$ cat config.mk
export PLATFORM = sky130hd
export DESIGN_NAME = app_rx_responder
export DESIGN_NICKNAME = d
export VERILOG_FILES = /design/src/rtl/app_pkg.sv /design/src/rtl/app_timeout_ctr.sv /design/src/rtl/app_rx_responder.sv
export SDC_FILE = /design/constraint.sdc
export NUM_CORES = 1
export LEC_CHECK = 0
export ABC_AREA = 1
export CORE_MARGIN = 2
export CORE_UTILIZATION = 35
export DETAILED_ROUTE_END_ITERATION = 8
export PLACE_DENSITY = 0.69
export SLEW_MARGIN = 15
export SYNTH_ARGS = -nofsm -noshare
export SYNTH_HDL_FRONTEND = slang
export SYNTH_HIERARCHICAL = 1
export SYNTH_SLANG_ARGS = --single-unit
$ cat constraint.sdc
create_clock -name clk -period 4.9 [get_ports clk]
set_input_delay 0.98 -clock clk [delete_from_list [all_inputs] [get_ports clk]]
set_output_delay 0.98 -clock clk [all_outputs]
set_load 0.05 [all_outputs]
$ cat src/rtl/app_pkg.sv
// Shared definitions for the PPM link application layer: frame constants,
// status codes, responder state encoding and the CRC8 used on data frames.
package app_pkg;

    localparam logic [47:0] FRAME_READY = 48'h1f_1f1f_1f1f_99;
    localparam logic [47:0] FRAME_ACK   = 48'h2d_2d2d_2d2d_66;
    localparam logic [47:0] FRAME_NAK   = 48'ha5_a5a5_a5a5_12;
    localparam logic [7:0]  HDR_DATA    = 8'h3c;

    typedef enum logic [1:0] {
        ERR_OK      = 2'b00,
        ERR_TIMEOUT = 2'b01,
        ERR_BAD     = 2'b10,
        ERR_BUSY    = 2'b11
    } err_code_t;

    typedef logic [2:0] state_t;

    localparam state_t ST_IDLE     = 3'd0;
    localparam state_t ST_SEND     = 3'd1;
    localparam state_t ST_TX_WAIT  = 3'd2;
    localparam state_t ST_WAIT_PKT = 3'd3;
    localparam state_t ST_CHECK    = 3'd4;
    localparam state_t ST_FAIL     = 3'd5;
    localparam state_t ST_DONE     = 3'd6;

    // CRC8, polynomial 0x07, init 0, no reflection, no final XOR, MSB first.
    function automatic logic [7:0] crc8(input logic [31:0] data);
        logic [7:0] crc;
        crc = 8'h00;
        for (int i = 31; i >= 0; i--) begin
            if (crc[7] ^ data[i]) begin
                crc = {crc[6:0], 1'b0} ^ 8'h07;
            end else begin
                crc = {crc[6:0], 1'b0};
            end
        end
        return crc;
    endfunction

endpackage

$ cat src/rtl/app_timeout_ctr.sv
// 32-bit wait timer: cleared on request, counts while enabled and parks at
// LIMIT, raising done for as long as it sits there.
module app_timeout_ctr #(
    parameter logic [31:0] LIMIT = 32'hffff
) (
    input  logic clk,
    input  logic rst,
    input  logic clr,
    input  logic en,
    output logic done
);

    logic [31:0] cnt_q;
    logic [31:0] cnt_d;

    // Next count: clear wins, otherwise count up until the limit is reached.
    always_comb begin
        cnt_d = cnt_q;
        if (clr) begin
            cnt_d = '0;
        end else if (en && (cnt_q != LIMIT)) begin
            cnt_d = cnt_q + 32'd1;
        end
    end

    // Count register.
    always_ff @(posedge clk) begin
        if (rst) begin
            cnt_q <= '0;
        end else begin
            cnt_q <= cnt_d;
        end
    end

    assign done = (cnt_q == LIMIT);

endmodule

$ cat src/rtl/app_rx_responder.sv
// Receive-side application responder: announces READY, pops one data frame
// from the Decoder, validates header/CRC and answers ACK or NAK through the
// Encoder, retrying on bad frames or timeouts up to ERRORS_ALLOWED attempts.
module app_rx_responder
    import app_pkg::*;
#(
    parameter int unsigned N_PKT          = 48,
    parameter logic [31:0] TIMEOUT_TICKS  = 32'hffff,
    parameter int unsigned ERRORS_ALLOWED = 8
) (
    input  logic             clk,
    input  logic             rst,
    input  logic             start,
    output logic             avail,
    output logic [1:0]       err_code,
    output logic [N_PKT-1:0] data_recv,
    output logic             start_ENC,
    output logic [N_PKT-1:0] data_ENC,
    input  logic             avail_ENC,
    input  logic [N_PKT-1:0] data_DEC,
    input  logic             avail_DEC,
    input  logic             error_DEC,
    output logic             read_DEC
);

    localparam logic [3:0] ERR_LIMIT = 4'(ERRORS_ALLOWED);

    state_t           state_q, state_d;
    logic [N_PKT-1:0] frame_q, frame_d;
    err_code_t        cause_q, cause_d;
    logic [3:0]       err_cnt_q, err_cnt_d;
    err_code_t        err_code_q, err_code_d;
    logic [N_PKT-1:0] data_recv_q, data_recv_d;
    logic [N_PKT-1:0] data_enc_q, data_enc_d;
    logic             start_enc_q, start_enc_d;
    logic             read_dec_q, read_dec_d;
    logic [N_PKT-1:0] dec_data_q, dec_data_d;
    logic             dec_err_q, dec_err_d;
    logic             seen_low_q, seen_low_d;

    logic             tmr_clr;
    logic             tmr_en;
    logic             tmr_done;
    logic [7:0]       rx_hdr;
    logic [31:0]      rx_payload;
    logic [7:0]       rx_crc;
    logic             rx_good;

    app_timeout_ctr #(
        .LIMIT (TIMEOUT_TICKS)
    ) u_timeout (
        .clk  (clk),
        .rst  (rst),
        .clr  (tmr_clr),
        .en   (tmr_en),
        .done (tmr_done)
    );

    assign rx_hdr     = dec_data_q[N_PKT-1 -: 8];
    assign rx_payload = dec_data_q[N_PKT-9 -: 32];
    assign rx_crc     = dec_data_q[7:0];
    // A frame flagged corrupt by the Decoder is rejected even if it looks valid.
    assign rx_good    = !dec_err_q && (rx_hdr == HDR_DATA) && (rx_crc == crc8(rx_payload));

    // Transaction sequencer: next-state and next-output computation.
    always_comb begin
        state_d     = state_q;
        frame_d     = frame_q;
        cause_d     = cause_q;
        err_cnt_d   = err_cnt_q;
        err_code_d  = err_code_q;
        data_recv_d = data_recv_q;
        data_enc_d  = data_enc_q;
        start_enc_d = 1'b0;
        read_dec_d  = 1'b0;
        dec_data_d  = dec_data_q;
        dec_err_d   = dec_err_q;
        seen_low_d  = seen_low_q;
        tmr_clr     = 1'b0;
        tmr_en      = 1'b0;

        case (state_q)
            ST_IDLE: begin
                if (start) begin
                    state_d    = ST_SEND;
                    frame_d    = FRAME_READY;
                    err_code_d = ERR_BUSY;
                    err_cnt_d  = '0;
                end
            end
            ST_SEND: begin
                if (avail_ENC) begin
                    start_enc_d = 1'b1;
                    data_enc_d  = frame_q;
                    seen_low_d  = 1'b0;
                    state_d     = ST_TX_WAIT;
                end
            end
            ST_TX_WAIT: begin
                // The Encoder must be seen busy before its idle counts as done.
                if (!avail_ENC) begin
                    seen_low_d = 1'b1;
                end else if (seen_low_q) begin
                    if (frame_q == FRAME_ACK) begin
                        state_d = ST_DONE;
                    end else begin
                        state_d = ST_WAIT_PKT;
                        tmr_clr = 1'b1;
                    end
                end
            end
            ST_WAIT_PKT: begin
                tmr_en = 1'b1;
                // A frame on the timeout cycle is still taken.
                if (avail_DEC) begin
                    read_dec_d = 1'b1;
                    dec_data_d = data_DEC;
                    dec_err_d  = error_DEC;
                    state_d    = ST_CHECK;
                end else if (tmr_done) begin
                    cause_d = ERR_TIMEOUT;
                    frame_d = FRAME_READY;
                    state_d = ST_FAIL;
                end
            end
            ST_CHECK: begin
                if (rx_good) begin
                    data_recv_d = dec_data_q;
                    frame_d     = FRAME_ACK;
                    state_d     = ST_SEND;
                end else begin
                    cause_d = ERR_BAD;
                    frame_d = FRAME_NAK;
                    state_d = ST_FAIL;
                end
            end
            ST_FAIL: begin
                err_cnt_d = err_cnt_q + 4'd1;
                if ((err_cnt_q + 4'd1) == ERR_LIMIT) begin
                    err_code_d = cause_q;
                    state_d    = ST_IDLE;
                end else begin
                    state_d = ST_SEND;
                end
            end
            ST_DONE: begin
                err_code_d = ERR_OK;
                state_d    = ST_IDLE;
            end
            default: begin
                state_d = ST_IDLE;
            end
        endcase
    end

    // State and output registers; reset aborts any transaction in flight.
    always_ff @(posedge clk) begin
        if (rst) begin
            state_q     <= ST_IDLE;
            frame_q     <= '0;
            cause_q     <= ERR_BUSY;
            err_cnt_q   <= '0;
            err_code_q  <= ERR_BUSY;
            data_recv_q <= '0;
            data_enc_q  <= '0;
            start_enc_q <= 1'b0;
            read_dec_q  <= 1'b0;
            dec_data_q  <= '0;
            dec_err_q   <= 1'b0;
            seen_low_q  <= 1'b0;
        end else begin
            state_q     <= state_d;
            frame_q     <= frame_d;
            cause_q     <= cause_d;
            err_cnt_q   <= err_cnt_d;
            err_code_q  <= err_code_d;
            data_recv_q <= data_recv_d;
            data_enc_q  <= data_enc_d;
            start_enc_q <= start_enc_d;
            read_dec_q  <= read_dec_d;
            dec_data_q  <= dec_data_d;
            dec_err_q   <= dec_err_d;
            seen_low_q  <= seen_low_d;
        end
    end

    assign avail     = (state_q == ST_IDLE);
    assign err_code  = err_code_q;
    assign data_recv = data_recv_q;
    assign start_ENC = start_enc_q;
    assign data_ENC  = data_enc_q;
    assign read_DEC  = read_dec_q;

endmodule

# After elaboration in Yosys (flattened, before gate mapping)
# Index checks and enable logic that the tools add are counted.
# Widths: inputs -> output; s select.
# classes
add_sub_neg	2
n_reduce_logical	22
n_eq_ne	22
bitwise	64
muxes	66
# op_table
cell	n
$mux 48	4
$pmux 48 s3	1
$mux 3	40
$not 3->3	31
$eq 48x46->1 const B	1
$add 32x1->32 const B	1
$eq 32x16->1 const B	1
$ne 32x16->1 const B	1
$xor 1x1->1	26
$ne 2x2->1 const B	9
$pmux 3 s6	1
$mux 1	10
$mux 2	5
$eq 3x3->1 const B	3
$eq 8x6->1 const B	1
$eq 8x8->1	1
$pmux 4 s2	1
$reduce_and 2->1	4
$reduce_and 4->1	2
$eq 3x2->1 const B	2
$pmux 2 s3	1
$reduce_and 3->1	2
$reduce_bool 2->1	3
$reduce_bool 3->1	2
other kinds (14)	23
# totals
reg_bits	239
in_bits	54
wordCells	189

# Logic depth before layout (Yosys ltp)
# Gate-level depths: netlist (run 1).
# logic_depth
depth_word	67
ltp_mapped	29
mapped_depth_nobuf	29

# Modules after synthesis
# The synthesis (run 1) kept the hierarchy.
# by_module_without_submodules
module	n_inst	cells_each	area_each_um2	seq_area_each_um2
app_rx_responder	1	905	6261.0	2502.4
app_timeout_ctr	1	393	2338.5	640.6

# Worst setup path before layout (run 1)
# No wires, ideal clock.
# synth_path
kind	reg-to-reg
startpoint	reg dec_data_q[38]
endpoint	reg data_recv_q[14] (netlist: data_recv[14])
period_less_slack_ns	2.605
slack_ns	2.295
arrival_time_ns	2.487
stages_incl_launch_ff	26
cell_sequence	dfxtp_1 inv_2 nand2_1 nand2_1 nand2_2 nand2_2 nand2_2 nand2_2 nand2_4 nand2_4 inv_2 nand2_2 nand2_2 nand2_2 nand2_2 nand2_1 nand2_1 nand2_1 nand2_1 nand3_1 nand3_1 nand3_2 nor3_4 buf_6 buf_4 a21oi_2
# synth_via
elab_chain_len	27
word_cells_on_any_way	76
classes_between	1 x eq/ne; 27 x mux; 46 x bitwise; 2 x reduce/logical
# synth_rtl
element	line_no	text
start: declaration	app_rx_responder.sv:37	logic [N_PKT-1:0] dec_data_q, dec_data_d;
start signal: assignment	app_rx_responder.sv:181	dec_data_q <= dec_data_d;
$xor 1x1->1 *	app_pkg.sv:32	if (crc[7] ^ data[i]) begin
$mux 3 *	app_pkg.sv:32	
$not 3->3 (no line)	--	
$mux 3	app_pkg.sv:32	
$not 3->3 (no line)	--	
$mux 3	app_pkg.sv:32	
$xor 1x1->1	app_pkg.sv:32	
$mux 3	app_pkg.sv:32	
(+11 left out)	--	
$mux 3	app_pkg.sv:32	
$not 3->3 (no line)	--	
$mux 3	app_pkg.sv:32	
$not 3->3 (no line)	--	
$mux 3	app_pkg.sv:32	
$eq 8x8->1 *	app_rx_responder.sv:63	assign rx_good = !dec_err_q && (rx_hdr == HDR_DATA) && (rx_crc == crc8(rx_payload));
$logic_and 1x1->1 *	app_rx_responder.sv:63	
$reduce_and 2->1 (no line) *	--	
end signal: assignment	app_rx_responder.sv:177	data_recv_q <= data_recv_d;
end: declaration	app_rx_responder.sv:33	logic [N_PKT-1:0] data_recv_q, data_recv_d;
# Every way passes the cells marked *; elsewhere a longest branch is shown, timed or not.
# A chain may end at the register's enable or synchronous reset.

# Final worst setup path (run 1)
# layout_path
startpoint	reg dec_data_q[39]
endpoint	reg data_recv_q[15] (netlist: data_recv[15])
# layout_via
elab_chain_len	26
word_cells_on_any_way	78
classes_between	1 x eq/ne; 28 x mux; 47 x bitwise; 2 x reduce/logical
# layout_rtl
element	line_no
$mux 3 *	app_pkg.sv:32
$not 3->3 (no line) or $xor 1x1->1 (tied branches)	--
$mux 3	app_pkg.sv:32
$xor 1x1->1 or $not 3->3 (tied branches)	--
$mux 3	app_pkg.sv:32
$not 3->3 (no line) or $xor 1x1->1 (tied branches)	--
$mux 3	app_pkg.sv:32
$not 3->3 (no line) or $xor 1x1->1 (tied branches)	--
(+10 left out)	--
$mux 3	app_pkg.sv:32
$not 3->3 (no line) or $xor 1x1->1 (tied branches)	--
$mux 3	app_pkg.sv:32
$xor 1x1->1 or $not 3->3 (tied branches)	--
$mux 3	app_pkg.sv:32
$eq 8x8->1 *	app_rx_responder.sv:63
$logic_and 1x1->1 *	app_rx_responder.sv:63
$reduce_and 2->1 (no line) *	--
# Marks and branches as above.

==> summary.md, run 1 <==
| Metric | Value |
|---|---|
| Async S/R FF share, synth | 0 |
| TNS Setup | 0 ns |
| Count of pins over their slew limit | 0 |
| Post-DRT Antenna Nets | 0 |
| CTS tree | done |
| Nets | 1454 |
| Warnings, synthesis | 6 |
| Register area share after synthesis | 0.365 |
| Max Clk Rate | 0.264 GHz |
| VDD IR max | 0.336 mV |
| Most frequent cell after synthesis | nand2_1 |
| Routed len/inst | between 10 and 15 um |
| Leakage | between 4 and 5 nW |
| Mapped Cells | roughly 1.3k |
| Synthesis-stage register bit count | roughly 160 |
| Maxcap violations | 0 |
| Crit path launch | dec_data_q[39] |
| Setup CP Type | reg2reg |
| Fin crit period | 3.78 ns |
| GP Congestion | 0.913 |
| Root Buffer | clkbuf_16 |
| Die Width | 161 um |
| Slew Limit Headroom | 0.228 |
| Reg-to-Reg Start | dec_data_q[39] |
| Ratio of cells with drive above 1 in the final layout | 0.0999 |
| Sink Count | 157 |
| Synth top area share | 0.365 |
| Iteration-0 DRC Markers | 557 |
| Clock buffer count from CTS | 17 |
| RR Endpoint | data_recv[15] |
| Synth Area per Inst | around 6.6 sq um |
| Gr usage total | 0.179 |
| Hold Crit Class | reg2reg |
| DR pass1 iterations | 6 |
| R2R setup slack | 1.12 ns |
| Clock transition at path regs | 0.07 ns |
| Die area | ~26000 sq um |
| Clock skew | 0.0110 ns |
| Number of global-route vias before repair | 7826 |
| Area Growth Syn to Fin | 24.7% |
| Top cells by area, synth | dfxtp_1, nand2_1, nand3_1 |
| Largest net degree at the start of global routing | 56 |
| Fin util | 0.442 |
| H-Tree Depth | 4 |
| Drt drc | 0 |
| RSZ-0062 raised after global routing | false |
| Worst slack, placed | between 1 and 1.5 ns |
| Core ar. | 24200 sq um |
| CTS max path bufs | 2 |
| IO Count | 155 |
| Initial antenna violation count | 0 |
| Buffers on Ports | 149 |
| Most used flip-flop cell after synthesis | dfxtp_1 |
| Number of flops mapped to enable cells by yosys | 0 |
| Slew @ Worst Pin | 1.16 ns |
| Final setup vio count | 0 |
| Fin. Hold Viols | 0 |
| R2r worst-path depth | 27 |
| Post-CTS setup buffer count | 0 |
| Status | complete, no violations |
| Site Rows | 57 |
| Netlist cell types | 40 |
| Wire length of the first global-routing pass | 38100 um |
| Vias per inst | ~4.8 |
| Overflow after GRT | 0 |
| Resize count post-CTS | 0 |
| Fin crit share | 0.772 |
| Clk_lat worst skew | 0.43 ns |
| Diode count | 0 |
| CP arrival | 4.14 ns |
| Worst Slack Setup Final | 1.12 ns |
| Cell taking the most area after synthesis | dfxtp_1 |
| Initial core utilization | 0.355 |
| Mapped cell area | 8600 sq um |
| Crit start category | register |
| Final hold slack | roughly 0.45 ns |
| Nature of the critical path endpoint | register |
| Power density over the cells | 478 nW/um^2 |
| Crit path max fanout | 25 |
| Critical Path End | data_recv[15] |
| Worst EP required | 5.26 ns |
| Die height | between 150 and 200 um |
| Hold buffers post-CTS | 0 |
| Post-DP HPWL | 16900 um |
| Most instantiated cells after synthesis | nand2_1, dfxtp_1, inv_1 |
| Vias | 8354 |
| Total Routed Length | 22600 um |
metrics by stage:
| step | cell area, sq um | power [mW] | instances |
|---|---|---|---|
| after CTS | 10700 | 5.14 | 1735 |
| after global routing | 10700 | 5.52 | 1735 |
| after floorplan | 8610 | 3.25 | 1302 |
| final | 10700 | 5.12 | 1735 |
| after detailed placement | 10100 | 3.70 | 1703 |
| after global placement | 10100 | 3.64 | 1703 |
critical path, stage by stage, from the launching register on:
cell and delay [ns]:
dfxtp_1 0.43, inv_2 0.10, nand2_1 0.10, nand2_1 0.07, nand2_2 0.10, nand2_2 0.10, inv_1 0.06, nand2_1 0.04
nand2_1 0.06, nand2_2 0.10, nand2_4 0.12, inv_2 0.05, nand2_2 0.07, nand2_2 0.05, nand2_2 0.10, nand2_2 0.09
nand2_1 0.11, nand2_1 0.07, nand2_1 0.06, nand2_1 0.09, nand3_1 0.08, nand2_1 0.06, nor2_1 0.11, nand3_2 0.14
nor3_4 0.78, buf_4 0.31, o21ai_1 0.08, a21oi_2 0.16
layout make-up:
class                           instances  area [sq um]
Inverter                              140           526
Tap cell                              324           405
Sequential cell                       157          3140
Multi-Input combinational cell        921          4410
Clock inverter                         15           210
Clock buffer                           17           425
Timing Repair Buffer                  161          1610
Fill cell                            2442         13500
flip-flops by register name, summed over array words and instances (netlist names):
name / flops
data_recv: 48
dec_data_q: 48
u_timeout/cnt_q: 32
data_ENC: 7
frame_q: 7
err_cnt_q: 4
state_q: 3
cause_q: 2
err_code: 2
dec_err_q: 1
read_DEC: 1
seen_low_q: 1
start_ENC: 1
logic make-up after synthesis:
logic type	count (synthesis)	share of synthesized area
simple gates	660	0.330
buf+inv	224	0.124
compound gates	243	0.164
xor+xnor	11	0.0137
flops	157	0.365
fa+ha+maj	2	0.00291
other cells	1	0.000436
power by group:
group	internal (mW)	switching (mW)	total, mW
Clock	0.863	0.567	1.43
Combinational	0.728	1.55	2.28
Sequential	1.36	0.0554	1.41
Total	2.95	2.17	5.12
routing by layer:
layer	GRT usage	part of all wire	vias to the layer above
li1	-	-	4310
met1	0.240	0.47	3757
met2	0.295	0.46	262
met3	0.0364	0.058	25
met4	0.0434	0.012	0
met5	0	0	-
how the worst min path moves through the flow:
stage	start	end	slack (ns)	depth (start not counted)
after floorplan	cause_q[1]	cause_q[1]	0.42	2
after global placement	cause_q[0]	cause_q[0]	0.44	2
after detailed placement	cause_q[0]	cause_q[0]	0.45	2
after CTS	dec_data_q[44]	dec_data_q[44]	0.46	2
after global routing	data_recv[40]	data_recv[40]	0.47	2
final	dec_data_q[42]	dec_data_q[42]	0.45	2
layout by cell type (no fill, tap or decap), types with 5 or more instances in the layout:
cell type / count
a21oi_1: 92
a21oi_2: 35
buf_4: 10
clkbuf_16: 17
clkdlybuf4s50_1: 149
conb_1: 5
dfxtp_1: 157
inv_1: 129
inv_2: 11
nand2_1: 401
nand2_2: 28
nand3_1: 101
nand4_1: 11
nor2_1: 94
o21a_1: 7
o21ai_0: 86
o21ai_1: 10
o21ai_2: 6
xor2_1: 5
Note: power is estimated with default switching activity, not from simulation.
==> run 2, diff against run 1 <==
- clock period: 4.9 -> 3.9 ns (I/O delays scaled with it)
==> summary.md, run 2 (synthesis gave the netlist of run 1 again) <==
| Metric | Value |
|---|---|
| Status | complete, no violations |
| Post-DRT Antenna Nets | 0 |
| Area Growth Syn to Fin | 24.7% |
| Maxcap violations | 0 |
| Slew Limit Headroom | 0.385 |
| Crit path launch | dec_data_q[35] |
| Fin. Hold Viols | 0 |
| TNS Setup | 0 ns |
| DR pass1 iterations | 5 |
| CTS max path bufs | 2 |
| Commonest non-fill, non-tap cells in the layout | nand2_1, dfxtp_1, clkdlybuf4s50_1 |
| VDD IR max | around 0.44 mV |
| Final hold slack | 0.448 ns |
| Hold path depth | 2 |
| Hold Crit Class | reg2reg |
| Overflow after GRT | 0 |
| R2r worst-path depth | 26 |
| Reg-to-Reg Start | dec_data_q[35] |
| Clock buffer count from CTS | 17 |
| Sink Count | approximately 160 |
| Drt drc | 0 |
| Initial antenna violation count | 0 |
| Crit path max fanout | about 40 |
| Net Sw Frac | 0.436 |
| Gr usage total | 0.174 |
| Nets | approximately 1.5k |
| WHS Endpoint | cause_q[1] |
| Routed len/inst | 12.7 um |
| Worst EP required | 4.27 ns |
| Clock network power share | 0.258 |
| Logic pwr share | 0.457 |
| Slew @ Worst Pin | 0.920 ns |
| CTS tree | done |
| Die Width | around 160 um |
| Final setup vio count | 0 |
| Wire length of the first global-routing pass | around 37000 um |
| Buffers on Ports | 149 |
| Nature of the critical path endpoint | register |
| Initial core utilization | 0.355 |
| Fin crit period | 3.33 ns |
| Leakage | 4.31 nW |
| Post-CTS setup buffer count | 0 |
| Clock transition at path regs | 0.07 ns |
| Setup CP Type | reg2reg |
| Iteration-0 DRC Markers | 532 |
| Root Buffer | clkbuf_16 |
| GP Congestion | 0.884 |
| Site Rows | 57 |
| H-Tree Depth | 4 |
| Total Routed Length | 22100 um |
| Commonest non-fill, non-tap cell in the layout | nand2_1 |
| RSZ-0062 raised after global routing | false |
| Max Clk Rate | 0.300 GHz |
| CP arrival | 3.70 ns |
| Die height | 161 um |
| R2R setup slack | 0.57 ns |
| Hold buffers post-CTS | 0 |
| Core ar. | roughly 24000 sq um |
| Switching power | approximately 2.7 mW |
| Clk_lat worst skew | 0.43 ns |
| Die area | 25800 sq um |
| Diode count | 0 |
| Sequential Power Share | 0.285 |
| Resize count post-CTS | 0 |
| Filler cells | ~2.5k |
| Vias per inst | roughly 4.7 |
| Count of pins over their slew limit | 0 |
| Post-DP HPWL | 16500 um |
| Power density over the cells | 581 nW/um^2 |
| Largest net degree at the start of global routing | 97 |
| IO Count | between 150 and 200 |
| Vias | roughly 8.2k |
| Ratio of cells with drive above 1 in the final layout | 0.103 |
| Fin crit share | 0.854 |
| Number of global-route vias before repair | 7555 |
| Clock skew | 0.0132 ns |
| Crit start category | register |
| RR Endpoint | data_recv[28] |
| Hold Path Origin | cause_q[1] |
| Internal Power | approximately 3.5 mW |
| Tot Pwr | 6.24 mW |
run 2: changes by cell type in the layout (fill, tap and decap cells not counted):
cell / change
buf_4: +4
bufinv_16: -3
clkinvlp_4: +3
buf_12: +2
clkinv_4: -2
clkbuf_1: +1
inv_6: +1
run 2: per-stage QoR:
step | instance area [sq um] | std cells | worst slack [ns] | utilization
after CTS | 10700 | 1739 | 0.383 | 0.441
after detailed placement | 10100 | 1707 | 0.424 | 0.418
after global routing | 10700 | 1741 | 0.153 | 0.442
final | 10700 | 1741 | 0.569 | 0.442
after floorplan | 8610 | 1302 | 1.29 | -
after global placement | 10100 | 1707 | 0.496 | 0.418
run 2: routing by layer:
layer	routed length, um	global-route usage
met5	0	0
met4	307	0.0483
met3	1070	0.0325
met2	9830	0.280
met1	10900	0.238
run 2: layout make-up:
cell class,instances,area (sq um),share of cell area
Multi-Input combinational cell,921,4410,0.411
Clock inverter,14,134,0.0125
Inverter,140,526,0.0490
Clock buffer,18,429,0.0400
Sequential cell,157,3140,0.293
Tap cell,324,405,0.0378
Timing Repair Buffer,167,1680,0.156
run 2: power groups by stage:
stage          clock (mW)  sequential, mW  combinational (mW)
4_1_cts              1.64            1.77                2.85
6_report             1.61            1.77                2.85
3_5_place_dp            0            1.81                2.84
2_1_floorplan           0            1.84                2.24
5_1_grt              1.71            1.79                3.25
3_3_place_gp            0            1.81                2.77
run 2: worst max-delay path by stage:
stage	end	slack, ns	cells past startpoint
after global placement	data_recv[36]	0.50	25
after CTS	data_recv[28]	0.38	25
final	data_recv[28]	0.57	26
after detailed placement	data_recv[28]	0.42	25
after global routing	data_recv[30]	0.15	24
after floorplan	data_recv[14]	1.29	25
run 2: worst max-delay path: stages (launching register included):
cell	delay, ns
dfxtp_1	0.35
inv_1	0.20
nand2_1	0.08
nand2_1	0.09
nand2_1	0.06
nand2_1	0.16
xor2_1	0.26
inv_1	0.09
nand2_1	0.07
nand2_1	0.07
inv_1	0.05
nand2_1	0.07
nand2_1	0.08
nand2_1	0.07
nand2_1	0.10
nand2_1	0.07
nand2_1	0.06
nand2_1	0.05
nand2_1	0.06
inv_1	0.04
nor2_1	0.13
nand3_2	0.13
nor3_4	0.22
buf_12	0.16
buf_12	0.22
o21ai_0	0.10
a21oi_1	0.15
==> run 3, diff against run 2 <==
- HOLD_SLACK_MARGIN: not set -> 0.15
==> results of run 3 <==
The final DEF is identical to that of run 2; final timing and power are the same.
